File: src/rtl/input_bram_loader.sv
// Packs a 32-bit valid/ready word stream into 1024-bit lines and writes 64 lines into each of four input BRAM banks.
// Optional AUTO_START_EN: start_o pulses with load_done when the transfer finished without error.
module input_bram_loader #(
  parameter int WORD_WIDTH = 32,
  parameter int LINE_WIDTH = 1024,
  parameter int DEPTH      = 64,
  parameter int ADDR_WIDTH = 6,
  parameter int NUM_BANKS  = 4
) (
  input  logic                  clk,
  input  logic                  rst_n,
  input  logic                  load,
  input  logic                  s_valid,
  output logic                  s_ready,
  input  logic [WORD_WIDTH-1:0] s_data,
  input  logic                  s_last,
  output logic                  en_wr,
  output logic [NUM_BANKS-1:0]  we_wr,
  output logic [ADDR_WIDTH-1:0] addr_wr,
  output logic [LINE_WIDTH-1:0] din_wr,
  output logic                  busy,
  output logic                  load_done,
  output logic                  err,
  output logic                  start_o
);

  localparam int WPL = LINE_WIDTH / WORD_WIDTH;

  typedef enum logic [1:0] {IDLE, FILL, WRITE, DONE} state_t;

  state_t                  state;
  logic [4:0]              word_cnt;
  logic [ADDR_WIDTH-1:0]   line_cnt;
  logic [1:0]              bank_sel;
  logic [LINE_WIDTH-1:0]   line_buf;
  logic [LINE_WIDTH-1:0]   line_next;
  logic                    accept;
  logic                    last_word;
  logic                    last_line;
  logic                    start_q;

  assign accept    = s_valid & s_ready;
  assign last_line = (bank_sel == 2'(NUM_BANKS - 1)) && (line_cnt == ADDR_WIDTH'(DEPTH - 1));
  assign last_word = last_line && (word_cnt == 5'(WPL - 1));
  // New words enter at the top and shift down, so word 0 ends up in the LSBs after a full line.
  assign line_next = {s_data, line_buf[LINE_WIDTH-1:WORD_WIDTH]};

`ifdef AUTO_START_EN
  assign start_o = start_q;
`else
  assign start_o = 1'b0;
`endif

  always_ff @(posedge clk or negedge rst_n) begin
    if (!rst_n) begin
      state     <= IDLE;
      s_ready   <= 1'b0;
      en_wr     <= 1'b0;
      we_wr     <= '0;
      addr_wr   <= '0;
      din_wr    <= '0;
      busy      <= 1'b0;
      load_done <= 1'b0;
      err       <= 1'b0;
      start_q   <= 1'b0;
      word_cnt  <= '0;
      line_cnt  <= '0;
      bank_sel  <= '0;
      line_buf  <= '0;
    end else begin
      en_wr     <= 1'b0;
      we_wr     <= '0;
      load_done <= 1'b0;
      start_q   <= 1'b0;
      case (state)
        IDLE: begin
          if (load) begin
            state    <= FILL;
            s_ready  <= 1'b1;
            busy     <= 1'b1;
            err      <= 1'b0;
            word_cnt <= '0;
            line_cnt <= '0;
            bank_sel <= '0;
          end
        end
        FILL: begin
          if (accept) begin
            line_buf <= line_next;
            word_cnt <= word_cnt + 5'd1;
            // An early s_last aborts the transfer and drops the partial line.
            if (s_last && !last_word) begin
              err     <= 1'b1;
              s_ready <= 1'b0;
              busy    <= 1'b0;
              state   <= IDLE;
            end else begin
              if (last_word && !s_last) err <= 1'b1;
              if (word_cnt == 5'(WPL - 1)) begin
                s_ready <= 1'b0;
                en_wr   <= 1'b1;
                we_wr   <= NUM_BANKS'(1) << bank_sel;
                addr_wr <= line_cnt;
                din_wr  <= line_next;
                state   <= WRITE;
              end
            end
          end
        end
        WRITE: begin
          line_cnt <= line_cnt + ADDR_WIDTH'(1);
          if (line_cnt == ADDR_WIDTH'(DEPTH - 1)) bank_sel <= bank_sel + 2'd1;
          if (last_line) begin
            state     <= DONE;
            busy      <= 1'b0;
            load_done <= 1'b1;
            start_q   <= ~err;
          end else begin
            state   <= FILL;
            s_ready <= 1'b1;
          end
        end
        DONE: state <= IDLE;
        default: state <= IDLE;
      endcase
    end
  end

endmodule

File: config.mk
export PLATFORM = sky130hd
export DESIGN_NAME = input_bram_loader
export DESIGN_NICKNAME = d
export VERILOG_FILES = /design/src/rtl/input_bram_loader.sv
export SDC_FILE = /design/constraint.sdc
export NUM_CORES = 2
export LEC_CHECK = 0
export ABC_AREA = 0
export ABC_CLOCK_PERIOD_IN_PS = 3500
export CAP_MARGIN = 20
export CORE_AREA = 5 5 420 422
export CTS_CLUSTER_SIZE = 40
export DETAILED_ROUTE_END_ITERATION = 8
export DIE_AREA = 0 0 425 427
export PLACE_DENSITY = 0.8
export RECOVER_POWER = 25
export SYNTH_ARGS = -nofsm -noshare
export SYNTH_HDL_FRONTEND = slang
export SYNTH_SLANG_ARGS = --single-unit
File: constraint.sdc
create_clock -name clk -period 3.5 [get_ports clk]
set_clock_uncertainty 0.15 [all_clocks]
set_input_delay 0.525 -clock clk [delete_from_list [all_inputs] [get_ports clk]]
set_output_delay 0.525 -clock clk [all_outputs]
set_load 0.1 [all_outputs]
Word level (Yosys, flattened, before mapping)
Cells that the tools add are included.
{ "totals": {"ff_bits": 2078, "input_bits": 37, "output_inout_bits": 1040, "wordCells": 91} }
{ "op_classes": {"addsub": 3, "eq_ne": 14, "shift": 1, "n_mux": 39, "bitwise": 2, "n_reduce_logical": 19} }
{ "ops": {"columns": ["operator", "n"], "rows": [
  ["1-bit two-way mux", 18],
  ["4-bit two-way mux", 4],
  ["2-bit two-way mux", 7],
  ["2-bit != test (second input constant)", 6],
  ["6-bit case mux with 2 select lines", 1],
  ["5-bit two-way mux", 2],
  ["5-bit case mux with 2 select lines", 1],
  ["5-bit AND reduction", 2],
  ["3-bit AND reduction", 3],
  ["2-bit case mux with 4 select lines", 1],
  ["4-bit AND reduction", 2],
  ["6-bit by 1-bit adder with 6-bit output (second input constant)", 1],
  ["2-bit == test (second input constant)", 3],
  ["6-bit == test (second input constant)", 1],
  ["6-bit two-way mux", 1],
  ["3-bit != test (second input constant)", 2],
  ["1-bit case mux with 3 select lines", 2],
  ["5-bit by 1-bit adder with 5-bit output (second input constant)", 1],
  ["5-bit == test (second input constant)", 1],
  ["1-bit logical AND", 4],
  ["2-bit case mux with 2 select lines", 1],
  ["2-bit AND reduction", 2],
  ["2-bit nonzero test", 2],
  ["1-bit by 2-bit << shifter with 4-bit output (first input constant)", 1],
  ["8 further kinds", 9]
]} }

Depth between registers and ports, before layout
{ "logic_depth": {"ltp_word": 8, "depth_mapped": 13, "ltp_nobuf": 10} }

Worst setup path before layout
Ideal clock, no wire load.
{ "synth_path": {"path_type": "reg2reg", "start": "register word_cnt[0]", "end": "register din_wr[309]", "setup_time_ns": 0.125, "arrival_ns": 2.671, "t_required_ns": 3.225, "slack_ns": 0.554, "stages_incl_launch_ff": 13, "n_path_buf": 3, "period_less_slack_ns": 2.946, "path_cell_list": "dfrtp_1 -> ha_1 -> and3_1 -> ha_1 -> inv_1 -> or3_1 -> ha_1 -> and2b_1 -> nand4_1 -> buf_4 -> buf_6 -> buf_6 -> mux2_4"} }
{ "synth_via": {"elab_chain_len": 6} }
{ "synth_rtl": {"columns": ["item", "line", "text"], "rows": [
  ["start, declared", "32", "logic [4:0] word_cnt;"],
  ["start signal, assigned", "90", "word_cnt <= word_cnt + 5'd1;"],
  ["5-bit == test *", "44, 99", null],
  ["1-bit logical AND", "44", "assign last_word = last_line && (word_cnt == 5'(WPL - 1));"],
  ["1-bit logical NOT", "92", "if (s_last && !last_word) begin"],
  ["1-bit logical AND", "92", null],
  ["1-bit NOT (no line)", null, null],
  ["4-bit AND reduction (no line) *", null, null],
  ["end signal, assigned", "104", "din_wr <= line_next;"],
  ["end, declared", "20", "output logic [LINE_WIDTH-1:0] din_wr,"]
]} }
Every way passes the cells marked *; elsewhere a longest branch is shown, timed or not.
A chain may end at the register's enable or synchronous reset.

Worst setup path after layout
{ "layout_path": {"start": "register word_cnt[1]", "end": "register din_wr[284]"} }
The elaborated chain is that of the path after synthesis.

==> impl_summary.md <==
Outcome
The checks that failed: capacitance limit, slew limit. The flow ran to the end, but the final reports show violations.

Floorplanning
The initial core utilization is 45.58%. The area of the core is between 150000 and 200000 um2. The number of I/O pins is between 1000 and 1500.

The die is 427 um tall. After floorplanning, the core was divided into roughly 150 placement rows. The die covers roughly 180000 um2.

The die is about 430 um wide.

Logic synthesis
After synthesis the netlist holds a flip-flop and latch count of roughly 2000. The net count of the mapped netlist is about 6500. The post-synthesis sequential area ratio is between 60% and 70%. The area of the mapped netlist is about 79000 um2. Yosys printed 0 warnings. The gate count of the mapped netlist is 6494. Counting distinct cell types in the post-synthesis netlist gives 37. The mean instance size in the synthesized netlist is 12.12 um2.

Timing
The worst pin sits at a relative slew slack of -47.37%. Final hold analysis gives a worst-case slack of roughly 0.11 ns. The worst path needs 3.379 ns of the cycle, external delays included.

At the pin with the least slew margin, the transition time is 2.211 ns. Setup repair after global routing could not meet its margin everywhere. The final max-slew violation count is 100.

The share of the clock period used by the worst path is ~97%. The achievable frequency is between 200 and 300 MHz. Setup total negative slack on the finished layout was measured at 0 ns. Setup violations remaining at the end of the flow were counted as 0. The number of endpoints with negative hold slack in the final report was 0.

Routing
The detail route stage leaves a number of antenna-violating nets equal to 0. After detailed routing, the number of remaining DRC violations is 0. In this run, the number of DRC markers left after iteration 0 of detailed routing was 4690. For this block, the via count after detailed routing is 52681. In the final routed layout, each cell accounts on average for around 23 um. After detailed routing, the total wire length is between 200000 and 250000 um. Using the TritonRoute via totals, the vias-per-cell ratio works out to around 5.2.

The first detailed-routing pass took 5 iterations.

Layout
The proportion of layout cells with a drive suffix above 1 is approximately 24%. The summed area of non-filler cells in the final layout is between 90000 and 100000 um2. From synthesis to final layout, the design area changed by 24.83%. The post-layout net count is 7635. The filler cell count is about 13000. Once layout is complete, the cells apart from fillers number roughly 10000.

GRT
The first global-routing pass estimated roughly 350000 um of wire. The number of global-route vias before repair is between 50000 and 60000. The global-route total usage across every layer is between 20% and 30%.

The final global-route overflow total is 0. The initial antenna violation count is 3. Entering global routing, the biggest net connects between 100 and 150 pins.

Setup path
The capture instance of the worst register-to-register path is din_wr[284]. The maximum fanout along the worst path is ~40. STA classifies the critical path endpoint as a register. The setup check on the worst reg-to-reg path leaves a slack of 0.12 ns. The worst register-to-register path begins at word_cnt[1]. The cell depth of the worst flop-to-flop path is 11. The class of the most critical setup path is reg -> reg. The data required time of the worst path is roughly 4.0 ns. The data arrival at the endpoint of the critical path is 3.92 ns. The kind of start point of the critical path is a register.

Clocking
The latest clock arrival within the worst-skew pair is around 0.84 ns. The number of setup buffers added after CTS is 0. The sink count of the clock tree is between 2000 and 2500. Counting the buffers created by CTS gives 197. TritonCTS built the clock tree. In this run the number of H-tree levels came out at 4.

The maximum root-to-sink buffer count is 3. The tree is rooted in a clkbuf_16. The clock-pin slew of the registers on the worst-case setup and hold paths is about 0.060 ns.

Placed design
The count of placed standard cells including taps is approximately 9700. The congestion estimate from routability-driven global placement came to between 0.8 and 0.9. In this run the cell area measured after placement is 91370 um2. During placement, the flow inserted port buffers numbering 1075. Detailed placement finished with a half-perimeter wire length of 163000 um.

Pwr
The worst supply voltage drop on vdd is 0.0004934 V. The power density of the placed cells is around 570 nW/um2. The cell leakage power is approximately 0.054 uW.

Worst hold path
In this run the most critical hold path is launched from s_data[26]. In this run the worst hold path is classified as in -> reg. The path with the worst hold slack has its endpoint at line_buf[1018]. Counting instances, the worst hold path has a depth of 3.

Flow run
The tool flagged a number of max-cap violations equal to 1.
==> metal layers <==
layer	global-route usage, %	share of wire [%]	wire length, um
met2	40.30	48	110900
met5	0	0.010	24
met4	16.94	8.0	18590
met1	30.35	37	87050
met3	5.942	6.9	16090
==> registers in the layout (all words and copies together), names as in the netlist <==
signal and flops:
din_wr 1024, line_buf 992, addr_wr 6, line_cnt 6
word_cnt 5, we_wr 4, bank_sel 2, state 2
busy 1, en_wr 1, err 1, load_done 1
s_ready 1
==> metrics by stage <==
| stage | power [uW] | utilization (%) | setup slack, ns |
|---|---|---|---|
| 6_report | 56150 | 56.90 | 0.1209 |
| 5_1_grt | 58360 | 56.90 | -0.01364 |
| 4_1_cts | 56520 | 56.99 | 0.08007 |
| 3_5_place_dp | 33800 | 52.91 | 0.1051 |
| 3_3_place_gp | 33510 | 52.91 | 0.1244 |
| 2_1_floorplan | 30660 | - | 0.5539 |
==> worst max-delay path, cell delays in order (launching register included) <==
cell	delay, ns
dfrtp_1	0.42
ha_1	0.22
and3_1	0.19
ha_1	0.20
inv_1	0.06
or3_1	0.10
ha_1	0.17
and2b_1	0.20
nand4_1	0.16
buf_12	0.42
buf_4	0.49
mux2_2	0.39
==> where the power goes <==
| group | internal, uW | switching [uW] | total, uW |
|---|---|---|---|
| clock | 13300 | 9420 | 22700 |
| sequential | 25400 | 1850 | 27300 |
| combinational | 1620 | 4510 | 6130 |
==> worst max-delay path by stage <==
stage	depth (start not counted)	startpoint	to
floorplan	12	word_cnt[0]	din_wr[309]
global placement	11	word_cnt[1]	din_wr[189]
detailed placement	11	word_cnt[1]	din_wr[157]
CTS	11	word_cnt[1]	din_wr[211]
global route	11	word_cnt[1]	din_wr[1015]
finish	11	word_cnt[1]	din_wr[284]
==> kinds of logic after synthesis <==
group | Yosys count | share of synthesized area [%]
AND/OR/NAND/NOR | 3020 | 14.47
flip-flops | 2046 | 65.05
multiplexers | 1034 | 17.56
buffers and inverters | 349 | 2.455
AO/OA/AOI/OAI | 29 | 0.2337
adder cells (fa/ha/maj) | 12 | 0.1908
XOR/XNOR | 3 | 0.03339
other | 1 | 0.004765
==> placed cells by master (no fill, tap or decap), types with 3 or more instances in the layout <==
| cell | n |
|---|---|
| clkbuf_2 | 8 |
| dlygate4sd3_1 | 3 |
| ha_1 | 12 |
| nand2_1 | 2986 |
| o21ai_0 | 11 |
| clkbuf_1 | 61 |
| mux2i_1 | 3 |
| nor3_1 | 3 |
| inv_6 | 4 |
| clkinvlp_4 | 9 |
| dfrtp_1 | 2046 |
| clkdlybuf4s50_1 | 676 |
| buf_12 | 47 |
| mux2_4 | 580 |
| clkbuf_16 | 204 |
| clkinv_2 | 34 |
| or3_1 | 4 |
| nand3_1 | 5 |
| nor2_1 | 8 |
| and2_1 | 4 |
| clkinv_4 | 4 |
| clkinv_16 | 4 |
| bufinv_16 | 25 |
| a21oi_1 | 7 |
| clkbuf_8 | 38 |
| buf_4 | 460 |
| clkinv_8 | 3 |
| inv_1 | 10 |
| clkbuf_4 | 7 |
| mux2_2 | 442 |
| mux2_1 | 9 |
==> Yosys cell counts <==
| cell type | count | area, um2 |
|---|---|---|
| and3_1 | 3 | 18.77 |
| o31ai_1 | 1 | 7.510 |
| or3_1 | 4 | 25.02 |
| nand2_1 | 2986 | 11210 |
| nand3_1 | 6 | 30.03 |
| ha_1 | 12 | 150.1 |
| mux2_2 | 442 | 4977 |
| inv_1 | 10 | 37.54 |
| buf_1 | 22 | 82.58 |
| clkbuf_1 | 151 | 566.8 |
| nand4_1 | 2 | 12.51 |
| a21oi_1 | 7 | 35.03 |
| o221a_2 | 2 | 22.52 |
| xor2_1 | 1 | 8.760 |
| o22ai_1 | 1 | 6.260 |
| nor2b_1 | 2 | 12.51 |
| and2_1 | 4 | 25.02 |
| conb_1 | 1 | 3.750 |
| buf_4 | 3 | 22.52 |
| mux2_1 | 9 | 101.4 |
| dfrtp_1 | 2046 | 51200 |
| o21ai_0 | 11 | 55.05 |
| o21a_1 | 1 | 7.510 |
| a22o_1 | 1 | 8.760 |
| mux2i_1 | 3 | 30.03 |
| nand2b_1 | 1 | 6.260 |
| o211ai_1 | 2 | 15.01 |
| buf_2 | 98 | 490.5 |
| nor2_1 | 8 | 30.03 |
| a211oi_1 | 1 | 7.510 |
| a32o_1 | 1 | 10.01 |
| xnor2_1 | 2 | 17.52 |
| and2b_1 | 1 | 7.510 |
| o2bb2ai_1 | 1 | 8.760 |
| mux2_4 | 580 | 8708 |
| nor3_1 | 3 | 15.01 |
| buf_6 | 65 | 732.0 |
==> cell type report <==
type | instances | area, um2 | share of cell area (%)
diodes | 1 | 2.502 | 0.002547
clock inverters | 86 | 1279 | 1.302
clock buffers | 278 | 5720 | 5.823
flip-flops and latches | 2046 | 51200 | 52.11
inverters | 10 | 37.54 | 0.03821
multi-input cells | 4099 | 25590 | 26.05
repair buffers | 1232 | 11510 | 11.71
well taps | 2325 | 2909 | 2.961
==> timing repair <==
action,in CTS,in global routing
gates resized for setup,0,3
endpoints found under the hold margin,59,0
hold buffers,3,0
setup endpoints to repair,0,111
Note: power is estimated with default switching activity, not from simulation.
